[src/rtl/lsu_pkg.sv]
// Shared types and encodings for the NPC load/store unit.
// Load kinds, store masks, FSM states and AXI response codes.
package lsu_pkg;

    typedef enum logic [2:0] {
        S_IDLE,
        S_AR,
        S_R,
        S_W,
        S_B,
        S_RESP
    } lsu_state_t;

    localparam logic [2:0] LOAD_B  = 3'd0;
    localparam logic [2:0] LOAD_H  = 3'd1;
    localparam logic [2:0] LOAD_W  = 3'd2;
    localparam logic [2:0] LOAD_BU = 3'd4;
    localparam logic [2:0] LOAD_HU = 3'd5;

    localparam logic [3:0] W_BYTE = 4'h1;
    localparam logic [3:0] W_HALF = 4'h3;
    localparam logic [3:0] W_WORD = 4'hF;

    localparam logic [1:0] RESP_OKAY = 2'b00;

    function automatic logic misaligned(input logic [1:0] sz, input logic [1:0] lo);
        return ((sz == 2'd1) && lo[0]) || ((sz == 2'd2) && (lo != 2'b00));
    endfunction

endpackage

[src/rtl/lsu_align.sv]
// Byte-lane steering for the LSU: store shift/strobes, load extract/extend,
// and request legality (misalignment, conflicting or unknown codes).
import lsu_pkg::*;

module lsu_align (
    input  logic [1:0]  i_addr_lo,
    input  logic        i_ren,
    input  logic        i_wen,
    input  logic [2:0]  i_rmask,
    input  logic [7:0]  i_wmask,
    input  logic [31:0] i_wdata,
    input  logic [1:0]  i_ld_off,
    input  logic [2:0]  i_ld_kind,
    input  logic [31:0] i_rd_raw,
    output logic [31:0] o_st_data,
    output logic [3:0]  o_st_strb,
    output logic [31:0] o_ld_data,
    output logic        o_req_err
);

    logic [31:0] w_ld_sh;
    logic [1:0]  w_ld_sz;
    logic [1:0]  w_st_sz;
    logic        w_ld_ok;
    logic        w_st_ok;
    logic        w_unused;

    assign w_unused  = ^i_wmask[7:4];
    assign o_st_data = i_wdata << {i_addr_lo, 3'b000};
    assign o_st_strb = i_wmask[3:0] << i_addr_lo;
    assign w_ld_sh   = i_rd_raw >> {i_ld_off, 3'b000};

    always_comb begin
        o_ld_data = 32'h0;
        case (i_ld_kind)
            LOAD_B:  o_ld_data = {{24{w_ld_sh[7]}}, w_ld_sh[7:0]};
            LOAD_H:  o_ld_data = {{16{w_ld_sh[15]}}, w_ld_sh[15:0]};
            LOAD_W:  o_ld_data = w_ld_sh;
            LOAD_BU: o_ld_data = {24'h0, w_ld_sh[7:0]};
            LOAD_HU: o_ld_data = {16'h0, w_ld_sh[15:0]};
            default: o_ld_data = 32'h0;
        endcase
    end

    always_comb begin
        w_ld_sz = 2'd0;
        w_ld_ok = 1'b1;
        case (i_rmask)
            LOAD_B, LOAD_BU: w_ld_sz = 2'd0;
            LOAD_H, LOAD_HU: w_ld_sz = 2'd1;
            LOAD_W:          w_ld_sz = 2'd2;
            default:         w_ld_ok = 1'b0;
        endcase
    end

    always_comb begin
        w_st_sz = 2'd0;
        w_st_ok = 1'b1;
        case (i_wmask[3:0])
            W_BYTE:  w_st_sz = 2'd0;
            W_HALF:  w_st_sz = 2'd1;
            W_WORD:  w_st_sz = 2'd2;
            default: w_st_ok = 1'b0;
        endcase
    end

    assign o_req_err = (i_ren & i_wen)
        | (i_ren & ~i_wen & (~w_ld_ok | misaligned(w_ld_sz, i_addr_lo)))
        | (i_wen & ~i_ren & (~w_st_ok | misaligned(w_st_sz, i_addr_lo)));

endmodule

[src/rtl/lsu.sv]
// Load/store unit: one memory instruction at a time over an AXI-lite data
// bus, with a watchdog that aborts any stalled bus wait state.
import lsu_pkg::*;

module lsu #(
    parameter int TIMEOUT_CYC = 255
) (
    input  logic        clk,
    input  logic        rst,
    input  logic        req_valid,
    output logic        req_ready,
    input  logic        mem_ren,
    input  logic        mem_wen,
    input  logic [2:0]  rmask,
    input  logic [7:0]  wmask,
    input  logic [31:0] addr,
    input  logic [31:0] wdata,
    output logic        resp_valid,
    output logic        resp_err,
    output logic [31:0] rdata,
    output logic        bus_arvalid,
    input  logic        bus_arready,
    output logic [31:0] bus_araddr,
    input  logic        bus_rvalid,
    output logic        bus_rready,
    input  logic [31:0] bus_rdata,
    input  logic [1:0]  bus_rresp,
    output logic        bus_awvalid,
    input  logic        bus_awready,
    output logic [31:0] bus_awaddr,
    output logic        bus_wvalid,
    input  logic        bus_wready,
    output logic [31:0] bus_wdata,
    output logic [3:0]  bus_wstrb,
    input  logic        bus_bvalid,
    output logic        bus_bready,
    input  logic [1:0]  bus_bresp
);

    localparam int CW = $clog2(TIMEOUT_CYC + 1);

    lsu_state_t  r_state;
    logic        r_req_ready, r_resp_valid, r_resp_err;
    logic [31:0] r_rdata, r_baddr, r_wdata;
    logic [3:0]  r_wstrb;
    logic        r_arvalid, r_rready, r_awvalid, r_wvalid, r_bready;
    logic        r_aw_done, r_w_done;
    logic [1:0]  r_off;
    logic [2:0]  r_rmask;
    logic [CW-1:0] r_wdog;

    logic [31:0] w_st_data, w_ld_data;
    logic [3:0]  w_st_strb;
    logic        w_req_err, w_aw_ok, w_w_ok, w_wait, w_prog, w_to;

    lsu_align u_align (
        .i_addr_lo (addr[1:0]),
        .i_ren     (mem_ren),
        .i_wen     (mem_wen),
        .i_rmask   (rmask),
        .i_wmask   (wmask),
        .i_wdata   (wdata),
        .i_ld_off  (r_off),
        .i_ld_kind (r_rmask),
        .i_rd_raw  (bus_rdata),
        .o_st_data (w_st_data),
        .o_st_strb (w_st_strb),
        .o_ld_data (w_ld_data),
        .o_req_err (w_req_err)
    );

    assign w_aw_ok = r_aw_done | (r_awvalid & bus_awready);
    assign w_w_ok  = r_w_done | (r_wvalid & bus_wready);
    assign w_wait  = (r_state == S_AR) || (r_state == S_R)
                  || (r_state == S_W) || (r_state == S_B);
    assign w_prog  = ((r_state == S_AR) && bus_arready)
                  || ((r_state == S_R) && bus_rvalid)
                  || ((r_state == S_W) && w_aw_ok && w_w_ok)
                  || ((r_state == S_B) && bus_bvalid);
    assign w_to    = r_wdog >= CW'(TIMEOUT_CYC - 1);

    always_ff @(posedge clk or posedge rst) begin
        if (rst) begin
            r_state      <= S_IDLE;
            r_req_ready  <= 1'b1;
            r_resp_valid <= 1'b0;
            r_resp_err   <= 1'b0;
            r_rdata      <= 32'h0;
            r_baddr      <= 32'h0;
            r_wdata      <= 32'h0;
            r_wstrb      <= 4'h0;
            r_arvalid    <= 1'b0;
            r_rready     <= 1'b0;
            r_awvalid    <= 1'b0;
            r_wvalid     <= 1'b0;
            r_bready     <= 1'b0;
            r_aw_done    <= 1'b0;
            r_w_done     <= 1'b0;
            r_off        <= 2'b00;
            r_rmask      <= 3'd0;
            r_wdog       <= '0;
        end else begin
            if (w_wait)
                r_wdog <= r_wdog + 1'b1;
            // A stalled wait state aborts; any later bus response is ignored.
            if (w_wait && w_to && !w_prog) begin
                r_state      <= S_RESP;
                r_resp_valid <= 1'b1;
                r_resp_err   <= 1'b1;
                r_rdata      <= 32'h0;
                r_arvalid    <= 1'b0;
                r_rready     <= 1'b0;
                r_awvalid    <= 1'b0;
                r_wvalid     <= 1'b0;
                r_bready     <= 1'b0;
            end else begin
                case (r_state)
                    S_IDLE: if (req_valid) begin
                        r_req_ready <= 1'b0;
                        r_off       <= addr[1:0];
                        r_rmask     <= rmask;
                        r_wdog      <= '0;
                        if (w_req_err || (!mem_ren && !mem_wen)) begin
                            r_state      <= S_RESP;
                            r_resp_valid <= 1'b1;
                            r_resp_err   <= w_req_err;
                            r_rdata      <= 32'h0;
                        end else if (mem_ren) begin
                            r_state   <= S_AR;
                            r_arvalid <= 1'b1;
                            r_baddr   <= {addr[31:2], 2'b00};
                        end else begin
                            r_state   <= S_W;
                            r_awvalid <= 1'b1;
                            r_wvalid  <= 1'b1;
                            r_aw_done <= 1'b0;
                            r_w_done  <= 1'b0;
                            r_baddr   <= {addr[31:2], 2'b00};
                            r_wdata   <= w_st_data;
                            r_wstrb   <= w_st_strb;
                        end
                    end
                    S_AR: if (bus_arready) begin
                        r_arvalid <= 1'b0;
                        r_rready  <= 1'b1;
                        r_state   <= S_R;
                    end
                    S_R: if (bus_rvalid) begin
                        r_rready     <= 1'b0;
                        r_state      <= S_RESP;
                        r_resp_valid <= 1'b1;
                        r_resp_err   <= bus_rresp != RESP_OKAY;
                        r_rdata      <= (bus_rresp != RESP_OKAY) ? 32'h0 : w_ld_data;
                    end
                    S_W: begin
                        if (r_awvalid && bus_awready) begin
                            r_awvalid <= 1'b0;
                            r_aw_done <= 1'b1;
                        end
                        if (r_wvalid && bus_wready) begin
                            r_wvalid <= 1'b0;
                            r_w_done <= 1'b1;
                        end
                        if (w_aw_ok && w_w_ok) begin
                            r_bready <= 1'b1;
                            r_state  <= S_B;
                        end
                    end
                    S_B: if (bus_bvalid) begin
                        r_bready     <= 1'b0;
                        r_state      <= S_RESP;
                        r_resp_valid <= 1'b1;
                        r_resp_err   <= bus_bresp != RESP_OKAY;
                        r_rdata      <= 32'h0;
                    end
                    S_RESP: begin
                        r_resp_valid <= 1'b0;
                        r_resp_err   <= 1'b0;
                        r_rdata      <= 32'h0;
                        r_req_ready  <= 1'b1;
                        r_state      <= S_IDLE;
                    end
                    default: r_state <= S_IDLE;
                endcase
            end
        end
    end

    assign req_ready   = r_req_ready;
    assign resp_valid  = r_resp_valid;
    assign resp_err    = r_resp_err;
    assign rdata       = r_rdata;
    assign bus_arvalid = r_arvalid;
    assign bus_araddr  = r_baddr;
    assign bus_rready  = r_rready;
    assign bus_awvalid = r_awvalid;
    assign bus_awaddr  = r_baddr;
    assign bus_wvalid  = r_wvalid;
    assign bus_wdata   = r_wdata;
    assign bus_wstrb   = r_wstrb;
    assign bus_bready  = r_bready;

endmodule
[config.mk]
export PLATFORM = sky130hd
export DESIGN_NAME = lsu
export DESIGN_NICKNAME = d
export VERILOG_FILES = /design/src/rtl/lsu_pkg.sv /design/src/rtl/lsu_align.sv /design/src/rtl/lsu.sv
export SDC_FILE = /design/constraint.sdc
export NUM_CORES = 1
export LEC_CHECK = 0
export BUFFER_PORTS_ARGS = -buffer_cell sky130_fd_sc_hd__buf_2
export CORE_MARGIN = 1
export CORE_UTILIZATION = 37
export DETAILED_ROUTE_END_ITERATION = 8
export GPL_TIMING_DRIVEN = 0
export PLACE_DENSITY = 0.66
export REMOVE_ABC_BUFFERS = 1
export SETUP_SLACK_MARGIN = 0.5
export SLEW_MARGIN = 5
export SYNTH_ARGS = -nofsm -noshare
export SYNTH_HDL_FRONTEND = slang
export SYNTH_SLANG_ARGS = --single-unit
[constraint.sdc]
create_clock -name clk -period 3.2 [get_ports clk]
set_input_delay 0.16 -clock clk [delete_from_list [all_inputs] [get_ports clk]]
set_output_delay 0.16 -clock clk [all_outputs]
set_load 0.05 [all_outputs]
==> results_dict.tcl <==
set metrics [dict create \
    status "complete, but fails checks" \
    violations "design-rule violations" \
    final_hold_viol_count 0 \
    synth_edf_count 0 \
    period_minus_slack_ns 2.54 \
    tritoncts "built" \
    min_path_type "in2reg" \
    synth_seq_cells 124 \
    cp-end-kind "register" \
    worstPathRequired_ns 3.50 \
    fin_util_pct 50.5 \
    via_per_inst 5.08 \
    fillers 1656 \
    portBuffers 252 \
    drt_iter0_markers 270 \
    finalMaxSlewViolations 0 \
    critical_path_class "reg2reg" \
    p_int_uw 4530 \
    p_clk_share_pct 22.1 \
    wl_per_cell_um 16.3 \
    start_util_pct 38.0 \
    pwr-share-seq_pct 28.3 \
    cts.path.max_buffers 2 \
    synth_common_cells "123 x dfrtp_1, 72 x nand2_1, 63 x nor2_1" \
    r2r_cells 6 \
    p_per_area_nw_per_um2 961 \
    core-area_um2 18100 \
    finClkSkew_ns 0.0121 \
    final-setup-viol-count 0 \
    rows 49 \
    dp.cells 1098 \
    pin_count 261 \
    yosysTopAreaCell "dfrtp_1" \
    grt_overflow 0 \
    clk_pin_slew_ns 0.05 \
    die_x_um 138 \
    synth_top_area_share_pct 44.8 \
    vias 5944 \
    p_sw_uw 4250 \
    regArea_um2 3110 \
    post-dp-hpwl_um 12700 \
    antennaDiodeCount 0 \
    path_max_fanout 16 \
    tightest_slew_ns 0.911 \
    grt_pass1_vias 5870 \
    slew_headroom_pct 39.3 \
    nNetsFinal 1055 \
    cts_num_sinks 124 \
    fmax_ghz 0.394 \
    avgSynthCellArea_um2 9.93 \
    drv_cap 0 \
    multi_input_comb_area_um2 3350 \
    grt_max_degree 75 \
    place_congestion 0.797 \
    synthArstFlopShare_pct 100 \
    yosysUniqueCellTypes 62 \
    route.detailed.drc 24 \
    cts_buffers 17 \
    power_frac_comb_pct 49.6 \
    first_pass_iters 7 \
    start_kind "register" \
    drive_gt1_share_pct 38.1 \
    finalCritPeriodShare_pct 79.4 \
    finalSetupTns_ns 0 \
    yosys_warnings 0 \
    synth_top_flop_cell "dfrtp_1" \
    antenna_found_initial 0 \
    dieArea_um2 19100 \
    synthCells 692 \
    finalPower_uw 8780 \
    detail-route-antenna-nets 0 \
    die_y_um 138 \
    switching_share_pct 48.4 \
    yosysSeqAreaShare_pct 45.2 \
    h-tree-depth 4 \
    grt_setup_unrepaired "yes" \
    insertion_delay_ns 0.42 \
    peakVddDrop_v 0.000812 \
    hold_depth 3 \
    fin_cells 1171 \
    syn_to_final_growth_pct 33.0 \
    yosysMostFrequentCell "dfrtp_1" \
    leakage_uw 0.00469 \
    cts_root_buf "clkbuf_16" \
    drt-total-wl_um 19100 \
    worstPathArrival_ns 2.84 \
    grt_pass1_wl_um 30500 \
    synth_area_um2 6870 \
    synth_area_leaders "dfrtp_1 45%, mux2i_1 7.7%, mux2_4 6.3%, a21oi_1 4.3%, nand2_1 3.9%" \
    grt_usage_pct 20.0 \
]
[power by group through the flow]
stage | Sequential, uW | Combinational (uW) | Clock (uW)
floorplan | 4170 | 1470 | 0
global placement | 2470 | 4190 | 0
detailed placement | 2470 | 4240 | 0
CTS | 2470 | 4320 | 1980
global route | 2560 | 4600 | 2050
finish | 2490 | 4350 | 1940
[layout make-up]
cell class	count	area share [%]
clock inverter	6	0.931
tap	229	3.13
clock buffer	23	5.56
timing repair buffer	299	19.4
multi-input combinational	483	36.6
sequential	124	34.0
inverter	7	0.342
[placed cells by master (no fill, tap or decap), drive strengths merged, types with 3 or more instances in the layout]
| cell | instances |
|---|---|
| o41ai | 9 |
| nor3 | 5 |
| nor4 | 9 |
| xor2 | 3 |
| a21oi | 60 |
| o211ai | 8 |
| nand4 | 3 |
| or3 | 5 |
| dfrtp | 123 |
| inv | 7 |
| a31o | 8 |
| nand2 | 72 |
| nor2 | 65 |
| dlygate4sd3 | 41 |
| buf | 258 |
| xnor2 | 3 |
| conb | 4 |
| o21ai | 52 |
| mux2i | 53 |
| nand3 | 15 |
| clkbuf | 23 |
| a211oi | 12 |
| nand2b | 4 |
| nor2b | 11 |
| mux2 | 48 |
[final timing paths]
path / from / endpoint / slack, ns
worst max-delay path: r_state[0] / rdata[27] / 0.66
worst min-delay path: wdata[6] / bus_wdata[6] / 0.02
worst max register to register: r_state[0] / rdata[27] / 0.66
worst min register to register: bus_wdata[26] / bus_wdata[26] / 0.49
max in group asynchronous: rst / req_ready / 2.08
min in group asynchronous: rst / bus_araddr[8] / 0.33
[registers in the layout, indices dropped and copies added, names as in the netlist, 2 cells and up]
register	flops
bus_wstrb	4
r_rmask	3
r_wdog	8
bus_araddr	30
rdata	32
r_state	3
r_off	2
bus_wdata	32
[worst max-delay path: stages (launching register included)]
cell and delay [ns]:
dfrtp_2 0.54, o21ai_1 0.29, or4b_4 0.57, or3_4 0.53
nand2b_2 0.19, nor4_1 0.09, a31o_1 0.20
[kinds of logic after synthesis]
| kind of cell | Yosys count | synth area share (%) |
|---|---|---|
| xor+xnor | 6 | 0.765 |
| compound gates | 170 | 15.4 |
| fa+ha+maj | 2 | 0.364 |
| flops | 124 | 45.2 |
| other cells | 1 | 0.0546 |
| simple gates | 198 | 13.2 |
| buf+inv | 89 | 7.64 |
| mux | 102 | 17.5 |
[through the flow]
stage / area [um2] / setup slack, ns / hold slack, ns
after floorplan: 6390 / -0.258 / 0.259
after global placement: 7930 / -1.91 / 0.374
after detailed placement: 8030 / -0.656 / 0.237
after CTS: 9100 / 0.525 / 0.00221
after global routing: 9140 / 0.485 / 0.0170
final: 9140 / 0.661 / 0.0203
[routing by layer]
metal	part of all wire, %	GRT usage (%)	wire length, um	vias to the layer above
li1	-	-	-	2914
met1	44	24.9	8460	2824
met2	49	33.5	9320	188
met3	5.2	4.85	1000	18
met4	1.7	7.45	322	0
met5	0	0	0	-
[what timing repair did]
| item | CTS | global route |
|---|---|---|
| endpoints found under the hold margin | 90 | 0 |
| pin swaps | 2 | 1 |
| buffers inserted | 2 | 0 |
| gates resized for setup | 18 | 6 |
| setup endpoints to repair | 95 | 47 |
| gates cloned | 0 | 1 |
| hold buffers | 41 | 0 |
Note: power is estimated with default switching activity, not from simulation.
